`src/rtl/procfilt_pkg.sv`:
```
// Shared widths and the writeback request bundle
// used by the register bank and its writeback FIFO.
package procfilt_pkg;

  localparam int DW = 32;
  localparam int AW = 4;

  typedef struct packed {
    logic [AW-1:0] addr;
    logic [DW-1:0] data;
  } wb_req_t;

endpackage

```
`src/rtl/wb_fifo.sv`:
```
// DEPTH-entry writeback FIFO: push/pop/cnt, plus all entries
// in age order (ent[0] = head) with a valid mask for bypass.
module wb_fifo
  import procfilt_pkg::*;
#(
  parameter int DEPTH = 2
) (
  input  logic           clk,
  input  logic           rst_n,
  input  logic           push,
  input  wb_req_t        din,
  input  logic           pop,
  output logic [2:0]     cnt,
  output wb_req_t        ent [DEPTH],
  output logic [DEPTH-1:0] vld
);

  localparam logic [1:0] LAST = 2'(DEPTH - 1);
  localparam logic [2:0] DCNT = 3'(DEPTH);

  // Storage sized for the largest legal depth so
  // the 2-bit pointers index it without truncation.
  wb_req_t    mem [4];
  logic [1:0] hd;
  logic [1:0] tl;
  logic [2:0] idx [DEPTH];

  function automatic logic [1:0] nxt(
    input logic [1:0] p
  );
    return (p == LAST) ? 2'd0 : p + 2'd1;
  endfunction

  always_ff @(posedge clk) begin
    if (!rst_n) begin
      hd  <= '0;
      tl  <= '0;
      cnt <= '0;
    end else begin
      if (push) begin
        mem[tl] <= din;
        tl      <= nxt(tl);
      end
      if (pop) hd <= nxt(hd);
      unique case (1'b1)
        push && !pop: cnt <= cnt + 3'd1;
        pop && !push: cnt <= cnt - 3'd1;
        default:      ;
      endcase
    end
  end

  always_comb begin
    for (int i = 0; i < DEPTH; i++) begin
      idx[i] = {1'b0, hd} + 3'(i);
      if (idx[i] >= DCNT)
        idx[i] = idx[i] - DCNT;
      ent[i] = mem[idx[i][1:0]];
      vld[i] = 3'(i) < cnt;
    end
  end

endmodule

```
`src/rtl/regbank_wb.sv`:
```
// 16x32 register bank fed by a buffered writeback port and a
// priority load-return port; two bypassing combinational reads.
module regbank_wb
  import procfilt_pkg::*;
#(
  parameter int DEPTH = 2
) (
  input  logic          clk,
  input  logic          rst_n,
  input  logic          wb_valid,
  output logic          wb_ready,
  input  logic [AW-1:0] wb_addr,
  input  logic [DW-1:0] wb_data,
  input  logic          ld_valid,
  input  logic [AW-1:0] ld_addr,
  input  logic [DW-1:0] ld_data,
  input  logic [AW-1:0] ra_addr,
  output logic [DW-1:0] ra_data,
  input  logic [AW-1:0] rb_addr,
  output logic [DW-1:0] rb_data,
  output logic [2:0]    fifo_cnt
);

  localparam int         NREG = 2 ** AW;
  localparam logic [2:0] DCNT = 3'(DEPTH);

  logic [DW-1:0]    bank [NREG];
  wb_req_t          ent  [DEPTH];
  logic [DEPTH-1:0] vld;
  logic             push;
  logic             pop;
  wb_req_t          din;

  assign wb_ready = rst_n && (fifo_cnt < DCNT);
  assign push     = wb_valid && wb_ready;
  // Load returns own the write port; FIFO waits.
  assign pop      = rst_n && !ld_valid
                 && (fifo_cnt != 3'd0);
  assign din      = '{addr: wb_addr, data: wb_data};

  wb_fifo #(.DEPTH(DEPTH)) u_fifo (
    .clk   (clk),
    .rst_n (rst_n),
    .push  (push),
    .din   (din),
    .pop   (pop),
    .cnt   (fifo_cnt),
    .ent   (ent),
    .vld   (vld)
  );

  always_ff @(posedge clk) begin
    if (!rst_n) begin
      for (int i = 0; i < NREG; i++)
        bank[i] <= '0;
    end else if (ld_valid) begin
      bank[ld_addr] <= ld_data;
    end else if (pop) begin
      bank[ent[0].addr] <= ent[0].data;
    end
  end

  // Oldest-to-youngest scan so the youngest
  // matching FIFO entry wins over ld and bank.
  function automatic logic [DW-1:0] rd(
    input logic [AW-1:0] a
  );
    logic [DW-1:0] v;
    v = bank[a];
    if (ld_valid && ld_addr == a)
      v = ld_data;
    for (int i = 0; i < DEPTH; i++)
      if (vld[i] && ent[i].addr == a)
        v = ent[i].data;
    return v;
  endfunction

  always_comb begin
    ra_data = '0;
    rb_data = '0;
    if (rst_n) begin
      ra_data = rd(ra_addr);
      rb_data = rd(rb_addr);
    end
  end

endmodule

```
`config.mk`:
```
export PLATFORM = sky130hd
export DESIGN_NAME = regbank_wb
export DESIGN_NICKNAME = d
export VERILOG_FILES = /design/src/rtl/procfilt_pkg.sv /design/src/rtl/wb_fifo.sv /design/src/rtl/regbank_wb.sv
export SDC_FILE = /design/constraint.sdc
export NUM_CORES = 1
export LEC_CHECK = 0
export CORE_MARGIN = 2
export CORE_UTILIZATION = 61
export DETAILED_ROUTE_END_ITERATION = 7
export PLACE_DENSITY = 0.8
export SLEW_MARGIN = 5
export SYNTH_ARGS = -nofsm -noshare
export SYNTH_HDL_FRONTEND = slang
export SYNTH_HIERARCHICAL = 1
export SYNTH_SLANG_ARGS = --single-unit
```
`constraint.sdc`:
```
create_clock -name clk -period 5.8 [get_ports clk]
set_input_delay 1.16 -clock clk [delete_from_list [all_inputs] [get_ports clk]]
set_output_delay 1.16 -clock clk [all_outputs]
set_load 0.005 [all_outputs]
```
Word-level counts from Yosys, hierarchy flattened:

Memories as Yosys holds them, arrays and structs flattened.
Cells that the tools add are included.

* flip-flop bits (word level): 7
* memory bits (writable): 656
* bits of input ports: 84
* output and inout port bits: 68
* logic and storage cells: 74
* memories: 2

* $add $sub $neg: 7
* $lt $le $gt $ge: 5
* equal/unequal tests: 8
* mux-type cells: 30
* reductions and logical operators: 19

Memories
* bank: depth 16, width 32, read ports 2, clocked after memory_dff 0, write ports 16, RTL line regbank_wb.sv:27 `logic [DW-1:0] bank [NREG];`
* u_fifo.mem: depth 4, width 36, read ports 2, clocked after memory_dff 0, write ports 1, RTL line wb_fifo.sv:23 `wb_req_t mem [4];`

Operators by type and width (count)
* 32-bit 2-to-1 mux: 10
* 32-bit OR reduction: 2
* 4-bit == test: 6
* 1-bit 2-to-1 mux: 13
* 1-bit logical AND: 12
* 2-bit 2-to-1 mux: 4
* 4-bit 2-to-1 mux: 2
* 1-bit by 3-bit < comparator with 1-bit output, first input constant: 2
* 3-bit case mux with 2 select lines: 1
* 2-bit by 1-bit adder with 2-bit output, second input constant: 2
* 2-bit by 1-bit == test with 1-bit output, second input constant: 2
* 2-bit subtractor, second input constant: 2
* 2-bit by 1-bit adder with 3-bit output, second input constant: 1
* 3-bit by 1-bit adder with 3-bit output, second input constant: 1
* 3-bit by 2-bit >= comparator with 1-bit output, second input constant: 1
* 1-bit logical NOT: 3
* 3-bit by 2-bit < comparator with 1-bit output, second input constant: 1
* 3-bit nonzero test: 1
* 3-bit by 1-bit subtractor with 3-bit output, second input constant: 1
* 2-bit >= comparator, second input constant: 1
* 2-bit nonzero test: 1

Logic depth before layout (Yosys ltp):

* word-level depth: 9
* gate-level depth with buffers: 11
* mapped depth without buffers: 8

Hierarchy:

Netlist, hierarchy kept.

By module, submodules not included
* regbank_wb: instances 1, cells each 2250, area an instance 29629.7 um^2, sequential area each 15374.7 um^2
* wb_fifo: instances 1, cells each 309, area an instance 4810.9 um^2, sequential area each 3383.2 um^2

Worst setup path after synthesis:

No wires, ideal clock.

* path kind: input to register
* from: input port rst_n
* to: memory u_fifo/mem[0][0] (netlist bit) (enable)
* library setup time: 0.474 ns
* data arrival time: 4.268 ns
* data required time: 5.326 ns
* path slack: 1.058 ns
* cell stages on the path: 5
* buffers on the path: 0
* path through: inv_2 nor3_1 and2_1 nand2_1 nor3_1

* word-level cells in the longest chain between the ends: 5

RTL lines
* start: declaration: RTL line regbank_wb.sv:9 `input logic rst_n,`
* 1-bit logical AND: RTL line regbank_wb.sv:34 `assign wb_ready = rst_n && (fifo_cnt < DCNT);`
* net wb_ready: RTL line regbank_wb.sv:11 `output logic wb_ready,`
* 1-bit logical AND: RTL line regbank_wb.sv:35 `assign push = wb_valid && wb_ready;`
* net push: RTL line regbank_wb.sv:30 `logic push;`
* 1-bit 2-to-1 mux: RTL line wb_fifo.sv:40 `if (push) begin`
* 1-bit 2-to-1 mux: RTL line wb_fifo.sv:35 `if (!rst_n) begin`
* 1-bit 2-to-1 mux (implied by the code): RTL line wb_fifo.sv:41 `mem[tl] <= din;`
* end: declaration: RTL line wb_fifo.sv:23

The timed path passes the listed nets, and every way through them passes these cells.

Final worst setup path:

* from: input port rb_addr[2]
* to: output port rb_data[1]

* word-level cells in the longest chain between the ends: 6
* elaborated cells on any way between the ends: 11
* classes of those cells: eq/ne (3); mux (4); reduce/logical (3); memory (1)

RTL lines
* start: declaration: RTL line regbank_wb.sv:19 `input logic [AW-1:0] rb_addr,`
* parallel branches: the longest is 4 deep, another holds memory read 16 x 32 bit
* 32-bit 2-to-1 mux *: RTL line regbank_wb.sv:73 `if (vld[i] && ent[i].addr == a)`
* 32-bit 2-to-1 mux *: RTL line regbank_wb.sv:81 `if (rst_n) begin`
* end: declaration: RTL line regbank_wb.sv:20 `output logic [DW-1:0] rb_data,`

Every way passes the cells marked *.

==> flow_metrics.env <==
export IMPL_outcome="completed"
export IMPL_stdcell_count=3391
export IMPL_crit_path_cell_trace="clkdlybuf4s50_1, nor2b_4, a22oi_1, o21ai_0, nand4_1, a31oi_1, clkdlybuf4s50_1"
export IMPL_ff2ff_setup_slack_ns=2.24
export IMPL_critPathSlowestCell="sky130_fd_sc_hd__clkdlybuf4s50_1"
export IMPL_crit_path_start_kind="input pin"
export IMPL_finalWeightedCongestion=0.9134
export IMPL_slew_violations=0
export IMPL_numPlacedInstances=3276
export IMPL_initial_antenna_violation_count=4
export IMPL_post_cts_hold_buffer_count=0
export IMPL_combinational_power_share=0.159
export IMPL_drt_wl_total_um=112300
export IMPL_dp_slack_ns=0.6240
export IMPL_synth_top_area_share=0.5406
export IMPL_route_detailed_drc=0
export IMPL_post_cts_resized=0
export IMPL_h_tree_depth=3
export IMPL_synthArstFlopShare=0
export IMPL_timing_critical_path_mode_cell="sky130_fd_sc_hd__clkdlybuf4s50_1"
export IMPL_first_pass_grt_wire_length_um=165300
export IMPL_antennaDiodeCount=0
export IMPL_clock_latency_ns=0.64
export IMPL_yosys_cell_types_count=48
export IMPL_synth_sequential_area_ratio=0.5446
export IMPL_synth_seq_cells=627
export IMPL_cp_required_ns=4.64
export IMPL_floorplan_die_height_um=241.6
export IMPL_core_area_um2=56060
export IMPL_cts_tree="yes"
export IMPL_cpLargestDelayFamily="buffers and inverters"
export IMPL_setup_slack_ns=0.4054
export IMPL_timing_final_crit_share=0.9301
export IMPL_port_bufs=151
export IMPL_initial_core_util=0.6144
export IMPL_power_frac_seq=0.477
export IMPL_dr_pass1_iters=7
export IMPL_floorplan_io_pins=152
export IMPL_floorplan_die_area_um2=58380
export IMPL_placement_rows=87
export IMPL_yosys_top_cells_area="sky130_fd_sc_hd__edfxtp_1 54%, sky130_fd_sc_hd__mux4_2 17%, sky130_fd_sc_hd__nor2_1 6.4%, sky130_fd_sc_hd__mux2i_1 3.1%, sky130_fd_sc_hd__a22oi_1 2.0%"
export IMPL_power_density_nw_per_um2=289.0
export IMPL_clk_pin_slew_worst_paths_ns=0.06
export IMPL_grt_setup_unrepaired="no"
export IMPL_cts_setup_buffers=0
export IMPL_layout_core_utilization=0.6858
export IMPL_viasPerCell=7.486
export IMPL_proportion_of_layout_cells_with_a_drive_suffix_above_1=0.2087
export IMPL_dp_hpwl_um=66230
export IMPL_finalHoldViolCount=0
export IMPL_switching_share=0.2718
export IMPL_min_path_type="reg -> reg"
export IMPL_timing_rr_start="u_fifo/hd[0]$_SDFFE_PN0P_"
export IMPL_cap_viol_max_count=0
export IMPL_crit_cells=7
export IMPL_gr_usage_all_layers=0.3848
export IMPL_post_synth_top_area_cell="sky130_fd_sc_hd__edfxtp_1"
export IMPL_tightestPinTransition_ns=1.271
export IMPL_first_global_vias=25696
export IMPL_worst_ep_arrival_time_ns=4.23
export IMPL_worstSetupPathType="in -> out"
export IMPL_timing_critical_path_to="rb_data[1]"
export IMPL_biggest_fanout_along_the_worst_timing_path=12
export IMPL_synth_flop_cell="sky130_fd_sc_hd__edfxtp_1"
export IMPL_final_min_clock_period_ns=5.395
export IMPL_timing_critical_path_buf_inv=2
export IMPL_post_synth_cell_area_avg_um2=13.46
export IMPL_worstSetupStartpoint="rb_addr[2]"
export IMPL_netlist_area_um2=34440
export IMPL_timing_critical_path_to_type="primary output"
export IMPL_die_width_um=241.6
export IMPL_crit_path_max_incr_delay_ns=0.79
export IMPL_route_antenna_remaining_nets=0
export IMPL_synthesis_instances=2559
export IMPL_max_freq_ghz=0.1854
export IMPL_postSynthNetCount=2647
export IMPL_synthToLayoutAreaGrowth_pct=11.63
export IMPL_clock_power_share=0.364
export IMPL_r2r_cells=5
export IMPL_final_sum_of_negative_setup_slack_ns=0
export IMPL_initialDrtViolationCount=4317
export IMPL_yosys_warnings=6
export IMPL_internal_power_mw=8.090
export IMPL_r2r_path_end="bank[0][14]$_SDFFCE_PN0P_"
export IMPL_post_drt_wl_per_cell_um=33.12
export IMPL_report_final_setup_viol=0
export IMPL_clock_path_buffers=3
export IMPL_grt_max_degree=86
export IMPL_slew_limit_headroom=0.1356
export IMPL_grt_overflow=0
export IMPL_total_switching_power_mw=3.019
export IMPL_finalNetCount=2676
export IMPL_synth_enable_flop_cells=620
export IMPL_cts_root_buffer="sky130_fd_sc_hd__clkbuf_16"
export IMPL_clock_sink_count=627
export IMPL_final_setup_skew_ns=0.03645
export IMPL_cellLeakagePower_nw=12.88
export IMPL_cts_buffers=66
export IMPL_min_delay_start="u_fifo/tl[1]$_SDFFE_PN0P_"
export IMPL_peakVddDrop_mv=0.2239
export IMPL_detailed_route_via_count=25386
cell usage in the layout (no fill, tap or decap), types with 3 or more instances in the layout:
cell type	netlist	routed
sky130_fd_sc_hd__mux2_2	36	36
sky130_fd_sc_hd__nand4_1	95	95
sky130_fd_sc_hd__inv_6	0	4
sky130_fd_sc_hd__nand3_1	70	68
sky130_fd_sc_hd__and2_1	6	7
sky130_fd_sc_hd__dfxtp_1	7	5
sky130_fd_sc_hd__xor2_1	11	11
sky130_fd_sc_hd__nor4_1	6	6
sky130_fd_sc_hd__or2_2	3	3
sky130_fd_sc_hd__mux4_2	256	256
sky130_fd_sc_hd__o21ai_0	35	35
sky130_fd_sc_hd__nor3_1	25	23
sky130_fd_sc_hd__nand2b_1	8	8
sky130_fd_sc_hd__buf_12	0	17
sky130_fd_sc_hd__nand2_2	0	16
sky130_fd_sc_hd__mux2i_1	107	107
sky130_fd_sc_hd__ha_1	4	4
sky130_fd_sc_hd__edfxtp_1	620	620
sky130_fd_sc_hd__a22oi_1	94	94
sky130_fd_sc_hd__clkinv_1	0	18
sky130_fd_sc_hd__buf_4	28	68
sky130_fd_sc_hd__nor2_1	591	586
sky130_fd_sc_hd__a41oi_1	29	29
sky130_fd_sc_hd__a21oi_1	38	38
sky130_fd_sc_hd__nor2_4	0	3
sky130_fd_sc_hd__clkbuf_16	0	69
sky130_fd_sc_hd__mux2i_4	29	29
sky130_fd_sc_hd__a31oi_1	33	33
sky130_fd_sc_hd__clkdlybuf4s50_1	0	146
sky130_fd_sc_hd__clkbuf_1	86	18
sky130_fd_sc_hd__inv_1	5	5
sky130_fd_sc_hd__o21ai_4	0	16
sky130_fd_sc_hd__xnor2_1	17	16
sky130_fd_sc_hd__o2111ai_1	30	30
sky130_fd_sc_hd__nand2_1	87	71
sky130_fd_sc_hd__nor4_2	6	6
metrics by stage:
stage | hold slack [ns] | power (mW) | cell area (um^2)
2_1_floorplan | 0.4396 | 6.415 | 34440
3_3_place_gp | 0.4671 | 7.006 | 36460
3_5_place_dp | 0.4871 | 7.059 | 36460
4_1_cts | 0.4992 | 11.02 | 38450
5_1_grt | 0.5277 | 11.32 | 38450
6_report | 0.5008 | 11.11 | 38450
state kept, by name (all words and copies together), names as in the netlist:
| name | count |
|---|---|
| u_fifo/tl | 2 |
| u_fifo/hd | 2 |
| bank | 512 |
| u_fifo/cnt | 3 |
| u_fifo/mem | 108 |
layout make-up:
| type | instances | area [um^2] |
|---|---|---|
| Sequential cell | 627 | 18760 |
| Clock buffer | 87 | 1794 |
| Inverter | 7 | 28.78 |
| Clock inverter | 28 | 195.2 |
| Tap cell | 756 | 945.9 |
| Timing Repair Buffer | 234 | 2345 |
| Multi-Input combinational cell | 1652 | 14370 |
| Fill cell | 3567 | 17610 |
worst reg2reg max path, stage by stage, from the launching register on:
cell and delay [ns]:
sky130_fd_sc_hd__dfxtp_4 0.81, sky130_fd_sc_hd__mux2_2 0.55, sky130_fd_sc_hd__or4_1 0.54, sky130_fd_sc_hd__nor2_1 0.18, sky130_fd_sc_hd__o21ai_4 0.09, sky130_fd_sc_hd__nand2_2 0.97
power by group through the flow:
stage               Clock [mW]  Sequential (mW)  Combinational, mW
finish                    4.05             5.30               1.76
global route              4.20             5.31               1.82
CTS                       4.03             5.29               1.70
detailed placement           0             5.37               1.68
global placement             0             5.34               1.66
floorplan                    0             5.32               1.09
per-layer routing:
metal | track usage | routed length, um
met1 | 0.4991 | 36750
met2 | 0.5889 | 51150
met3 | 0.1291 | 18120
met4 | 0.1862 | 6244
met5 | 0 | 44
worst min path at each step:
stage,cells after the start,slack [ns],end
2_1_floorplan,2,0.44,u_fifo/tl[1]$_SDFFE_PN0P_
3_3_place_gp,2,0.47,u_fifo/tl[1]$_SDFFE_PN0P_
3_5_place_dp,2,0.49,u_fifo/tl[1]$_SDFFE_PN0P_
4_1_cts,2,0.50,u_fifo/tl[1]$_SDFFE_PN0P_
5_1_grt,2,0.53,u_fifo/tl[1]$_SDFFE_PN0P_
6_report,2,0.50,u_fifo/tl[1]$_SDFFE_PN0P_
cells in the mapped netlist, types with 3 or more instances:
master                        n
sky130_fd_sc_hd__nand2_1     87
sky130_fd_sc_hd__nand4_1     95
sky130_fd_sc_hd__and2_1       6
sky130_fd_sc_hd__dfxtp_1      7
sky130_fd_sc_hd__nor3_1      25
sky130_fd_sc_hd__clkbuf_1    86
sky130_fd_sc_hd__xor2_1      11
sky130_fd_sc_hd__nor4_2       6
sky130_fd_sc_hd__a31oi_1     33
sky130_fd_sc_hd__mux2i_1    107
sky130_fd_sc_hd__or2_2        3
sky130_fd_sc_hd__buf_4       28
sky130_fd_sc_hd__nor4_1       6
sky130_fd_sc_hd__buf_1        7
sky130_fd_sc_hd__a22oi_1     94
sky130_fd_sc_hd__mux2_2      36
sky130_fd_sc_hd__edfxtp_1   620
sky130_fd_sc_hd__a21oi_1     38
sky130_fd_sc_hd__ha_1         4
sky130_fd_sc_hd__nand3_1     70
sky130_fd_sc_hd__o21ai_0     35
sky130_fd_sc_hd__a41oi_1     29
sky130_fd_sc_hd__nor2b_1      3
sky130_fd_sc_hd__inv_1        5
sky130_fd_sc_hd__buf_2      115
sky130_fd_sc_hd__xnor2_1     17
sky130_fd_sc_hd__o2111ai_1   30
sky130_fd_sc_hd__o21ai_1      7
sky130_fd_sc_hd__nand2b_1     8
sky130_fd_sc_hd__buf_6       37
sky130_fd_sc_hd__mux2i_4     29
sky130_fd_sc_hd__mux4_2     256
sky130_fd_sc_hd__nor2_1     591
sky130_fd_sc_hd__o21ai_2      9
cells by family (layout without fill, tap and decap cells):
kind of cell / after synthesis / after routing / synth area share
AOI/OAI and AO/OA: 280 / 280 / 0.05657
xor gates and xnor gates: 28 / 28 / 0.007120
adders and majority gates: 4 / 4 / 0.001453
buffers and inverters: 280 / 356 / 0.04581
DFF: 627 / 627 / 0.5446
muxes: 430 / 430 / 0.2300
and+or+nand+nor: 910 / 910 / 0.1144
(Power assumes the default switching activity.)
==> patch, RTL diff (config.mk and constraints unchanged) <==
`DEPTH` is set to 2 in 2 places; all go to 4.
--- a/src/rtl/wb_fifo.sv
+++ b/src/rtl/wb_fifo.sv
@@ -3,7 +3,7 @@
 module wb_fifo
   import procfilt_pkg::*;
 #(
-  parameter int DEPTH = 2
+  parameter int DEPTH = 4
 ) (
   input  logic           clk,
   input  logic           rst_n,
--- a/src/rtl/regbank_wb.sv
+++ b/src/rtl/regbank_wb.sv
@@ -3,7 +3,7 @@
 module regbank_wb
   import procfilt_pkg::*;
 #(
-  parameter int DEPTH = 2
+  parameter int DEPTH = 4
 ) (
   input  logic          clk,
   input  logic          rst_n,
Formal check against the unedited RTL: not equivalent (Yosys sat finds a counterexample within 4 cycles, from zero or initial values and one cycle with rst_n low).
==> patch against the original RTL <==
Utilization rose by 0.64 points. Final area up 13%. Non-clock buffer count up 51. Synthesized area grew 12%. Combinational power grew 9%. Sequential share of layout area fell by 3.0 points. Worst hold slack improved by 0.086 ns. Worst setup slack lost 0.27 ns. Power increased by 8.3%. Sequential cell count up 38. Wire length up 16%. Critical path type is now reg2out. Critical endpoint is now ra_data[8]. Largest cell class unchanged. Highest routed layer unchanged.
==> patch: results (changes against the original RTL) <==
- Status: finished, final reports clean
- Top post-synthesis cells by area: edfxtp_1, mux4_2, nor2_1, mux4_1, clkbuf_1
- Vias in the first global route: 29.2k (+14%)
- # placed instances: 3,528 (+7.7%)
- Worst r2r src: u_fifo/cnt[2]
- CTS Sinks: 665 (+6.1%)
- Detailed Place HPWL: 76,400 um (+15%)
- Fill count: 3,930 (+10%)
- Routed wl met2: 58,000 um (+13%)
- Multi-In Gates: 1,725 (+4.4%)
- Routed wl met3: 23,900 um (+32%)
- Global-route wire length before repair: 188,000 um (+14%)
- Gpl congestion: 0.936 (+2.5%)
- Layout cells sized above 1: 24.3% (+3.4 points)
- FF-to-FF End: bank[3][22]
- Post-synth EDFFs: 656 (+5.8%)
- Synth top cells by count: edfxtp_1, nor2_1, mux4_2
- GRT met1 Usage: 52.1% (+2.2 points)
- # diodes: 1 (+1)
- Max_slew headroom: 15.5% (+1.9 points)
- Layout buffering overhead excluding clock cells: 6.70% (+0.60 points)
- Layout Cells excl Fill: 3,651 (+7.7%)
- Vias/cell: 7.93 (+5.9%)
- Nets@finish: 2,847 (+6.4%)
- Met2 Track Usage GR: 59.8% (+0.93 points)
- GRT Total Usage: 40.5% (+2.0 points)
- Sequential-to-total area share from yosys stat: 51.7% (-2.7 points)
- Routed WL per cell: 35.7 um (+7.7%)
- VDD IR-drop max: 186 uV (-17%)
- Leakage power: 14.2 nW (+10%)
- Met1 WL: 40,700 um (+11%)
- Clock buffer count from CTS: 70 (+6.1%)
- Synth unique cells: 51 (+6.3%)
- Final Skew: 0.0281 ns (-0.00837 ns)
- Worst EP arrival: 4.50 ns (+0.27 ns)
- Regs by FF count: bank x512, u_fifo/mem x144, u_fifo/cnt x3
- Multi-input combinational area share: 39.8% (+2.4 points)
- Crit-path max FO: 34 (+22)
- Met3 usage: 16.1% (+3.2 points)
-- patch: metrics by stage --
stage	power [W]	instance area, sq um	hold WS [ns]	utilization [%]	setup WS (ns)
final	0.0120	43400	0.587	69.2	0.136
after global routing	0.0123	43400	0.611	69.2	0.0655
after CTS	0.0119	43400	0.584	69.2	0.218
after detailed placement	0.00751	41200	0.579	65.6	0.317
after global placement	0.00744	41200	0.546	65.6	0.344
after floorplan	0.00676	38400	0.528	-	1.70
-- patch: where the power goes --
group	internal (W)	switching (W)	total (W)
sequential	0.00547	0.000116	0.00559
clock	0.00256	0.00198	0.00454
combinational	0.000819	0.00109	0.00191
total	0.00885	0.00319	0.0120
-- patch: cell families after synthesis --
group | after synthesis | share of synthesized area [%]
fa+ha+maj | 9 | 0.293
buf+inv | 298 | 3.65
xor+xnor | 42 | 0.957
mux | 472 | 26.6
flops | 665 | 51.7
compound gates | 367 | 7.43
simple gates | 835 | 9.35
-- patch: worst min-delay path by stage --
stage	depth (start not counted)	start	endpoint	slack (ns)
global route	2	u_fifo/tl[1]	u_fifo/tl[1]	0.61
finish	2	u_fifo/tl[1]	u_fifo/tl[1]	0.59
CTS	2	u_fifo/tl[1]	u_fifo/tl[1]	0.58
floorplan	2	u_fifo/tl[1]	u_fifo/tl[1]	0.53
detailed placement	2	u_fifo/tl[1]	u_fifo/tl[1]	0.58
global placement	2	u_fifo/tl[1]	u_fifo/tl[1]	0.55
-- patch: worst max-delay path: stages, from the launching register on --
cell	delay [ns]
dfxtp_2	0.78
mux4_2	0.72
xnor2_1	0.17
nand3_1	0.12
or2_2	0.63
buf_12	0.30
nand3_1	0.20
nand4_1	0.12
o2111a_1	0.25
clkdlybuf4s50_1	0.54
